**src/rtl/pipe_hazard_ctrl_pkg.sv**
```systemverilog
// Shared types for the pipeline sequencing controller: FSM states, the XZR register number
// and the packed per-stage control word.
package pipe_ctrl_pkg;

    typedef enum logic [1:0] {
        FILL   = 2'd0,
        RUN    = 2'd1,
        FREEZE = 2'd2
    } state_e;

    localparam logic [4:0] XZR = 5'd31;

    // en: {ifid, idex, exmem, memwb}; flush: {ifid, idex, exmem}
    typedef struct packed {
        logic       pc_en;
        logic [3:0] en;
        logic [2:0] flush;
    } ctrl_t;

    function automatic logic load_use_hit(
        input logic       ex_memread,
        input logic [4:0] ex_rd,
        input logic       uses_rn,
        input logic [4:0] rn,
        input logic       uses_rm,
        input logic [4:0] rm
    );
        return ex_memread && (ex_rd != XZR) &&
               ((uses_rn && (rn == ex_rd)) || (uses_rm && (rm == ex_rd)));
    endfunction

endpackage

```
**src/rtl/pipe_hazard_ctrl_if.sv**
```systemverilog
// Bundle of ID/EX/MEM hazard inputs and per-stage enable/flush outputs for pipe_hazard_ctrl.
interface pipe_hazard_ctrl_if;

    logic [4:0] id_rn;
    logic [4:0] id_rm;
    logic       id_uses_rn;
    logic       id_uses_rm;
    logic       ex_memread;
    logic [4:0] ex_rd;
    logic       mem_br_taken;
    logic       mem_busy;

    logic       pc_en;
    logic       ifid_en;
    logic       ifid_flush;
    logic       idex_en;
    logic       idex_flush;
    logic       exmem_en;
    logic       exmem_flush;
    logic       memwb_en;

    modport master (
        output id_rn, id_rm, id_uses_rn, id_uses_rm, ex_memread, ex_rd, mem_br_taken, mem_busy,
        input  pc_en, ifid_en, ifid_flush, idex_en, idex_flush, exmem_en, exmem_flush, memwb_en
    );

    modport slave (
        input  id_rn, id_rm, id_uses_rn, id_uses_rm, ex_memread, ex_rd, mem_br_taken, mem_busy,
        output pc_en, ifid_en, ifid_flush, idex_en, idex_flush, exmem_en, exmem_flush, memwb_en
    );

endinterface

```
**src/rtl/pipe_hazard_ctrl_sat_counter.sv**
```systemverilog
// Event counter that sticks at all-ones instead of wrapping; cleared only by reset.
module sat_counter #(
    parameter int CNT_W = 16
) (
    input  logic             clk,
    input  logic             rst,
    input  logic             inc,
    output logic [CNT_W-1:0] count
);

    logic [CNT_W-1:0] count_q;
    logic [CNT_W-1:0] count_d;

    always_comb begin
        count_d = count_q;
        if (inc && (count_q != '1)) begin
            count_d = count_q + 1'b1;
        end
    end

    always_ff @(posedge clk or posedge rst) begin
        if (rst) begin
            count_q <= '0;
        end else begin
            count_q <= count_d;
        end
    end

    assign count = count_q;

endmodule

```
**src/rtl/pipe_hazard_ctrl.sv**
```systemverilog
// Pipeline register sequencing: post-reset bubble fill, memory freeze, taken-branch squash
// and load-use stall, with saturating perf counters for each event.
module pipe_hazard_ctrl
    import pipe_ctrl_pkg::*;
#(
    parameter int FILL_CYCLES = 4,
    parameter int CNT_W       = 16
) (
    input  logic                 clk,
    input  logic                 rst,
    pipe_hazard_ctrl_if.slave    bus,
    output logic [CNT_W-1:0]     stall_cnt,
    output logic [CNT_W-1:0]     flush_cnt,
    output logic [CNT_W-1:0]     freeze_cnt
);

    localparam int FILL_W = $clog2(FILL_CYCLES + 1);
    localparam logic [FILL_W-1:0] FILL_LAST = FILL_W'(FILL_CYCLES - 1);

    state_e            state_q, state_d;
    logic [FILL_W-1:0] fill_q, fill_d;
    ctrl_t             ctrl;
    logic              hazard;
    logic              stall_inc;
    logic              flush_inc;
    logic              freeze_inc;

    assign hazard = load_use_hit(bus.ex_memread, bus.ex_rd, bus.id_uses_rn, bus.id_rn,
                                 bus.id_uses_rm, bus.id_rm);

    // rst is folded in here so outputs drop to the reset pattern the instant it rises.
    always_comb begin
        state_d    = state_q;
        fill_d     = fill_q;
        ctrl       = '{pc_en: 1'b0, en: 4'b0000, flush: 3'b111};
        stall_inc  = 1'b0;
        flush_inc  = 1'b0;
        freeze_inc = 1'b0;
        if (!rst) begin
            case (state_q)
                FILL: begin
                    ctrl = '{pc_en: 1'b0, en: 4'b1111, flush: 3'b111};
                    if (fill_q == FILL_LAST) begin
                        state_d = RUN;
                        fill_d  = '0;
                    end else begin
                        fill_d = fill_q + 1'b1;
                    end
                end
                RUN, FREEZE: begin
                    state_d = RUN;
                    if (bus.mem_busy) begin
                        ctrl       = '{pc_en: 1'b0, en: 4'b0000, flush: 3'b000};
                        state_d    = FREEZE;
                        freeze_inc = 1'b1;
                    end else if (bus.mem_br_taken) begin
                        ctrl      = '{pc_en: 1'b1, en: 4'b1111, flush: 3'b111};
                        flush_inc = 1'b1;
                    end else if (hazard) begin
                        ctrl      = '{pc_en: 1'b0, en: 4'b0111, flush: 3'b010};
                        stall_inc = 1'b1;
                    end else begin
                        ctrl = '{pc_en: 1'b1, en: 4'b1111, flush: 3'b000};
                    end
                end
                default: begin
                    state_d = FILL;
                    fill_d  = '0;
                end
            endcase
        end
    end

    always_ff @(posedge clk or posedge rst) begin
        if (rst) begin
            state_q <= FILL;
            fill_q  <= '0;
        end else begin
            state_q <= state_d;
            fill_q  <= fill_d;
        end
    end

    assign bus.pc_en       = ctrl.pc_en;
    assign bus.ifid_en     = ctrl.en[3];
    assign bus.idex_en     = ctrl.en[2];
    assign bus.exmem_en    = ctrl.en[1];
    assign bus.memwb_en    = ctrl.en[0];
    assign bus.ifid_flush  = ctrl.flush[2];
    assign bus.idex_flush  = ctrl.flush[1];
    assign bus.exmem_flush = ctrl.flush[0];

    sat_counter #(.CNT_W(CNT_W)) u_stall_cnt (
        .clk   (clk),
        .rst   (rst),
        .inc   (stall_inc),
        .count (stall_cnt)
    );

    sat_counter #(.CNT_W(CNT_W)) u_flush_cnt (
        .clk   (clk),
        .rst   (rst),
        .inc   (flush_inc),
        .count (flush_cnt)
    );

    sat_counter #(.CNT_W(CNT_W)) u_freeze_cnt (
        .clk   (clk),
        .rst   (rst),
        .inc   (freeze_inc),
        .count (freeze_cnt)
    );

endmodule

```
**src/flat_wrapper.sv**
```systemverilog
// flat-port wrapper written by rule: the top's interface ports become plain ports
module pipe_hazard_ctrl_flat import pipe_ctrl_pkg::*;
#(
    parameter int FILL_CYCLES = 4,
    parameter int CNT_W       = 16
)
  (clk, rst, stall_cnt, flush_cnt, freeze_cnt, bus_id_rn, bus_id_rm, bus_id_uses_rn, bus_id_uses_rm, bus_ex_memread, bus_ex_rd, bus_mem_br_taken, bus_mem_busy, bus_pc_en, bus_ifid_en, bus_ifid_flush, bus_idex_en, bus_idex_flush, bus_exmem_en, bus_exmem_flush, bus_memwb_en);
  pipe_hazard_ctrl_if bus_i ();
  input  logic clk;
  input  logic rst;
  output logic [CNT_W-1:0] stall_cnt;
  output logic [CNT_W-1:0] flush_cnt;
  output logic [CNT_W-1:0] freeze_cnt;
  input wire logic [$bits(bus_i.id_rn)-1:0] bus_id_rn;
  input wire logic [$bits(bus_i.id_rm)-1:0] bus_id_rm;
  input wire logic [$bits(bus_i.id_uses_rn)-1:0] bus_id_uses_rn;
  input wire logic [$bits(bus_i.id_uses_rm)-1:0] bus_id_uses_rm;
  input wire logic [$bits(bus_i.ex_memread)-1:0] bus_ex_memread;
  input wire logic [$bits(bus_i.ex_rd)-1:0] bus_ex_rd;
  input wire logic [$bits(bus_i.mem_br_taken)-1:0] bus_mem_br_taken;
  input wire logic [$bits(bus_i.mem_busy)-1:0] bus_mem_busy;
  output wire logic [$bits(bus_i.pc_en)-1:0] bus_pc_en;
  output wire logic [$bits(bus_i.ifid_en)-1:0] bus_ifid_en;
  output wire logic [$bits(bus_i.ifid_flush)-1:0] bus_ifid_flush;
  output wire logic [$bits(bus_i.idex_en)-1:0] bus_idex_en;
  output wire logic [$bits(bus_i.idex_flush)-1:0] bus_idex_flush;
  output wire logic [$bits(bus_i.exmem_en)-1:0] bus_exmem_en;
  output wire logic [$bits(bus_i.exmem_flush)-1:0] bus_exmem_flush;
  output wire logic [$bits(bus_i.memwb_en)-1:0] bus_memwb_en;
  assign bus_i.id_rn = bus_id_rn;
  assign bus_i.id_rm = bus_id_rm;
  assign bus_i.id_uses_rn = bus_id_uses_rn;
  assign bus_i.id_uses_rm = bus_id_uses_rm;
  assign bus_i.ex_memread = bus_ex_memread;
  assign bus_i.ex_rd = bus_ex_rd;
  assign bus_i.mem_br_taken = bus_mem_br_taken;
  assign bus_i.mem_busy = bus_mem_busy;
  assign bus_pc_en = bus_i.pc_en;
  assign bus_ifid_en = bus_i.ifid_en;
  assign bus_ifid_flush = bus_i.ifid_flush;
  assign bus_idex_en = bus_i.idex_en;
  assign bus_idex_flush = bus_i.idex_flush;
  assign bus_exmem_en = bus_i.exmem_en;
  assign bus_exmem_flush = bus_i.exmem_flush;
  assign bus_memwb_en = bus_i.memwb_en;
  pipe_hazard_ctrl #(.FILL_CYCLES(FILL_CYCLES), .CNT_W(CNT_W)) u_core (.clk(clk), .rst(rst), .bus(bus_i), .stall_cnt(stall_cnt), .flush_cnt(flush_cnt), .freeze_cnt(freeze_cnt));
endmodule
```
**config.mk**
```make
export PLATFORM = sky130hd
export DESIGN_NAME = pipe_hazard_ctrl_flat
export DESIGN_NICKNAME = d
export VERILOG_FILES = /design/src/rtl/pipe_hazard_ctrl_pkg.sv /design/src/rtl/pipe_hazard_ctrl_if.sv /design/src/rtl/pipe_hazard_ctrl_sat_counter.sv /design/src/rtl/pipe_hazard_ctrl.sv /design/src/flat_wrapper.sv
export SDC_FILE = /design/constraint.sdc
export NUM_CORES = 1
export LEC_CHECK = 0
export ABC_CLOCK_PERIOD_IN_PS = 4750
export BUFFER_PORTS_ARGS = -buffer_cell sky130_fd_sc_hd__buf_2
export CORE_ASPECT_RATIO = 2
export CORE_MARGIN = 2
export CORE_UTILIZATION = 33
export DETAILED_ROUTE_END_ITERATION = 8
export GPL_TIMING_DRIVEN = 0
export PLACE_DENSITY_LB_ADDON = 0.15
export SYNTH_ARGS = -nofsm -noshare
export SYNTH_HDL_FRONTEND = slang
export SYNTH_SLANG_ARGS = --single-unit
```
**constraint.sdc**
```tcl
create_clock -name clk -period 4.75 [get_ports clk]
set_clock_uncertainty 0.2 [all_clocks]
set_input_delay 1.425 -clock clk [delete_from_list [all_inputs] [get_ports clk]]
set_output_delay 1.425 -clock clk [all_outputs]
set_load 0.005 [all_outputs]
```
==> reports/results.tsv <==
metric	value	unit
worst hold margin	292	ps
Reg2Reg Launch Point	u_core.u_stall_cnt.count[0]$_DFFE_PP0P_	
Leak Pwr	1.82	nW
Post-synth ARST share	100	%
CP max FO	10	
Post-Synthesis Cells	273	
Clk pin slew, worst setup/hold paths	70	ps
DIE AREA	0.00955	mm^2
Post-synth top flop	dfrtp_1	
HPWL after DPL	5320	um
Detail Route Antenna Nets	0	
top post-synthesis cells by area	dfrtp_1 (46%), xor2_1 (9.1%), xnor2_1 (6.7%)	
relative slew slack	35.8	%
die height	136	um
post-layout util	42.0	%
fin crit share	97.3	%
cts hold-fix bufs	0	
vias in the first global route	2389	
Final Hold Viols	0	
Top Ports	78	
CTS buffer count	5	
layout cells sized above 1	33.0	%
initial antenna violation count	0	
power per cell area	348	mW/mm^2
drt drc	0	
Buffers on Ports	77	
RSZ-0062 raised after global routing	no	
min-delay worst type	reg2reg	
CTS tree	built	
fmax	216	MHz
Syn Area/Cell	10.6	um^2
worst-skew pair later-pin latency	290	ps
setup slack after layout	126	ps
Critical Path RT	3120	ps
RePlAce Congestion	0.767	
Yosys reg bits	53	
# diodes	0	
Synth Warn #	0	
Tot GR Track Use	15.3	%
Setup WS pre-CTS	-192	ps
largest net degree at the start of global routing	38	
Period minus WS final	4620	ps
Root Driver	clkbuf_16	
area leader, netlist	dfrtp_1	
core footprint	0.00859	mm^2
EDFF count, synth	0	
DRT iter0 DRCs	57	
DP Area	0.00342	mm^2
HP Start	u_core.u_stall_cnt.count[13]$_DFFE_PP0P_	
Std-Cell Rows	48	
H-tree depth	2	
Pins Over Slew Limit	0	
setup violators final	0	
CP startpoint kind	primary input	
max cap viols	0	
fin cells	461	
Arr. time, crit path	3000	ps
Synth cell types	42	
Setup crit start	bus_ex_rd[3]	
cell area after synthesis	0.00289	mm^2
final instance area	0.00361	mm^2
fin nets	389	
maximum root-to-sink buffer count	2	
most common cell after layout, fill and taps aside	buf_2	
Yosys top cell area share	46.0	%
Peak VDD IR	217	uV
WL final	6980	um
first-pass GRT wire length	11700	um
GR Overflow Total	0	
Die X	70.1	um
drt first pass iters	4	
syn_nets	301	
Via density	5.10	
status	complete, no violations	
CTS Sinks	53	
total number of vias	2351	
Filler cells	856	
Seq/Total Area, Yosys	46.0	%
area grow syn2layout	25.0	%
Slew @ Worst Pin	951	ps
Critical Path End Type	output pin	
commonest cells after routing, fill and taps aside	buf_2 (77), dfrtp_1 (53), xor2_1 (30)	
Placed Cells incl. Taps	451	
CP Class	in2out	
starting density of the core	33.6	%
WL per Instance	15.1	um
-- flip-flops by register name (all words and copies together) (netlist names) --
register                   flops
u_core.u_stall_cnt.count      16
u_core.u_flush_cnt.count      16
u_core.state_q                 2
u_core.u_freeze_cnt.count     16
u_core.fill_q                  3
-- routing by layer --
metal  track usage (%)  vias up  share of wire [%]  wire (um)
met5                 0        -                  0          0
met4              6.30        0                1.8        128
met3              2.15        5                3.6        253
met2              28.8       62                 55       3850
met1              16.9     1149                 39       2750
li1                  -     1135                  -          -
-- cell type report --
class | instances | area, um^2 | share of cell area (%)
inverter | 8 | 30.0 | 0.833
sequential | 53 | 1330 | 36.8
tap | 100 | 125 | 3.47
clock buffer | 7 | 143 | 3.96
timing repair buffer | 81 | 428 | 11.9
buffer | 9 | 65.1 | 1.80
multi-input combinational | 203 | 1490 | 41.3
-- worst paths after layout --
kind                                                             end  slack (ps)  depth (start not counted)
min in group asynchronous  u_core.u_freeze_cnt.count[12]$_DFFE_PP0P_        1200                          3
max in group asynchronous    u_core.u_stall_cnt.count[9]$_DFFE_PP0P_        2600                          4
setup / recovery                                         bus_ifid_en         130                          8
setup reg to reg             u_core.u_stall_cnt.count[1]$_DFFE_PP0P_        2260                          7
hold reg to reg             u_core.u_stall_cnt.count[13]$_DFFE_PP0P_         290                          1
hold / removal              u_core.u_stall_cnt.count[13]$_DFFE_PP0P_         290                          1
-- cells by family (layout without fill, tap and decap cells) --
family	count (synthesis)	after routing	share of synthesized area [%]
adders and majority gates	6	6	2.60
xor gates and xnor gates	53	53	16.3
and+or+nand+nor	122	122	25.8
buffers and inverters	17	105	3.17
muxes	4	4	1.69
AOI/OAI and AO/OA	18	18	4.42
DFF	53	53	46.0
-- through the flow --
stage / setup TNS [ps] / total power [mW]
detailed placement: -268 / 0.896
finish: 0 / 1.25
global route: 0 / 1.34
global placement: -249 / 0.883
CTS: 0 / 1.28
floorplan: 0 / 0.763
-- power breakdown --
part | internal (mW) | total, mW | switching (mW)
combinational | 0.160 | 0.334 | 0.174
clock | 0.208 | 0.370 | 0.162
sequential | 0.500 | 0.550 | 0.0502
-- Yosys cell counts, types with 2 or more instances --
master	n
buf_4	3
nor4_1	4
nor4_2	11
xnor2_1	22
inv_1	8
xor2_1	30
o21ai_0	7
buf_6	2
nor4b_1	2
a21oi_1	2
ha_1	6
nand3_1	24
and2_1	5
mux2_2	3
dfrtp_1	53
nand2_1	19
and3_1	12
and4_1	2
nor3_1	3
nand2b_1	2
nor2_1	17
nand4_1	12
or4_4	2
clkbuf_1	3
o31ai_1	2
-- worst max-delay path, cell delays in order --
cell	delay (ps)
buf_2	120
xor2_1	170
nor4_2	360
a32oi_4	190
buf_4	230
nor4_1	300
nor2_1	70
buf_2	140
-- repair_timing --
item | in CTS | in global routing
setup endpoints to repair | 3 | 1
setup buffers | 0 | 3
endpoints found under the hold margin | 0 | 0
resized for setup | 5 | 0
pin swaps | 0 | 1
(Power assumes the default switching activity.)
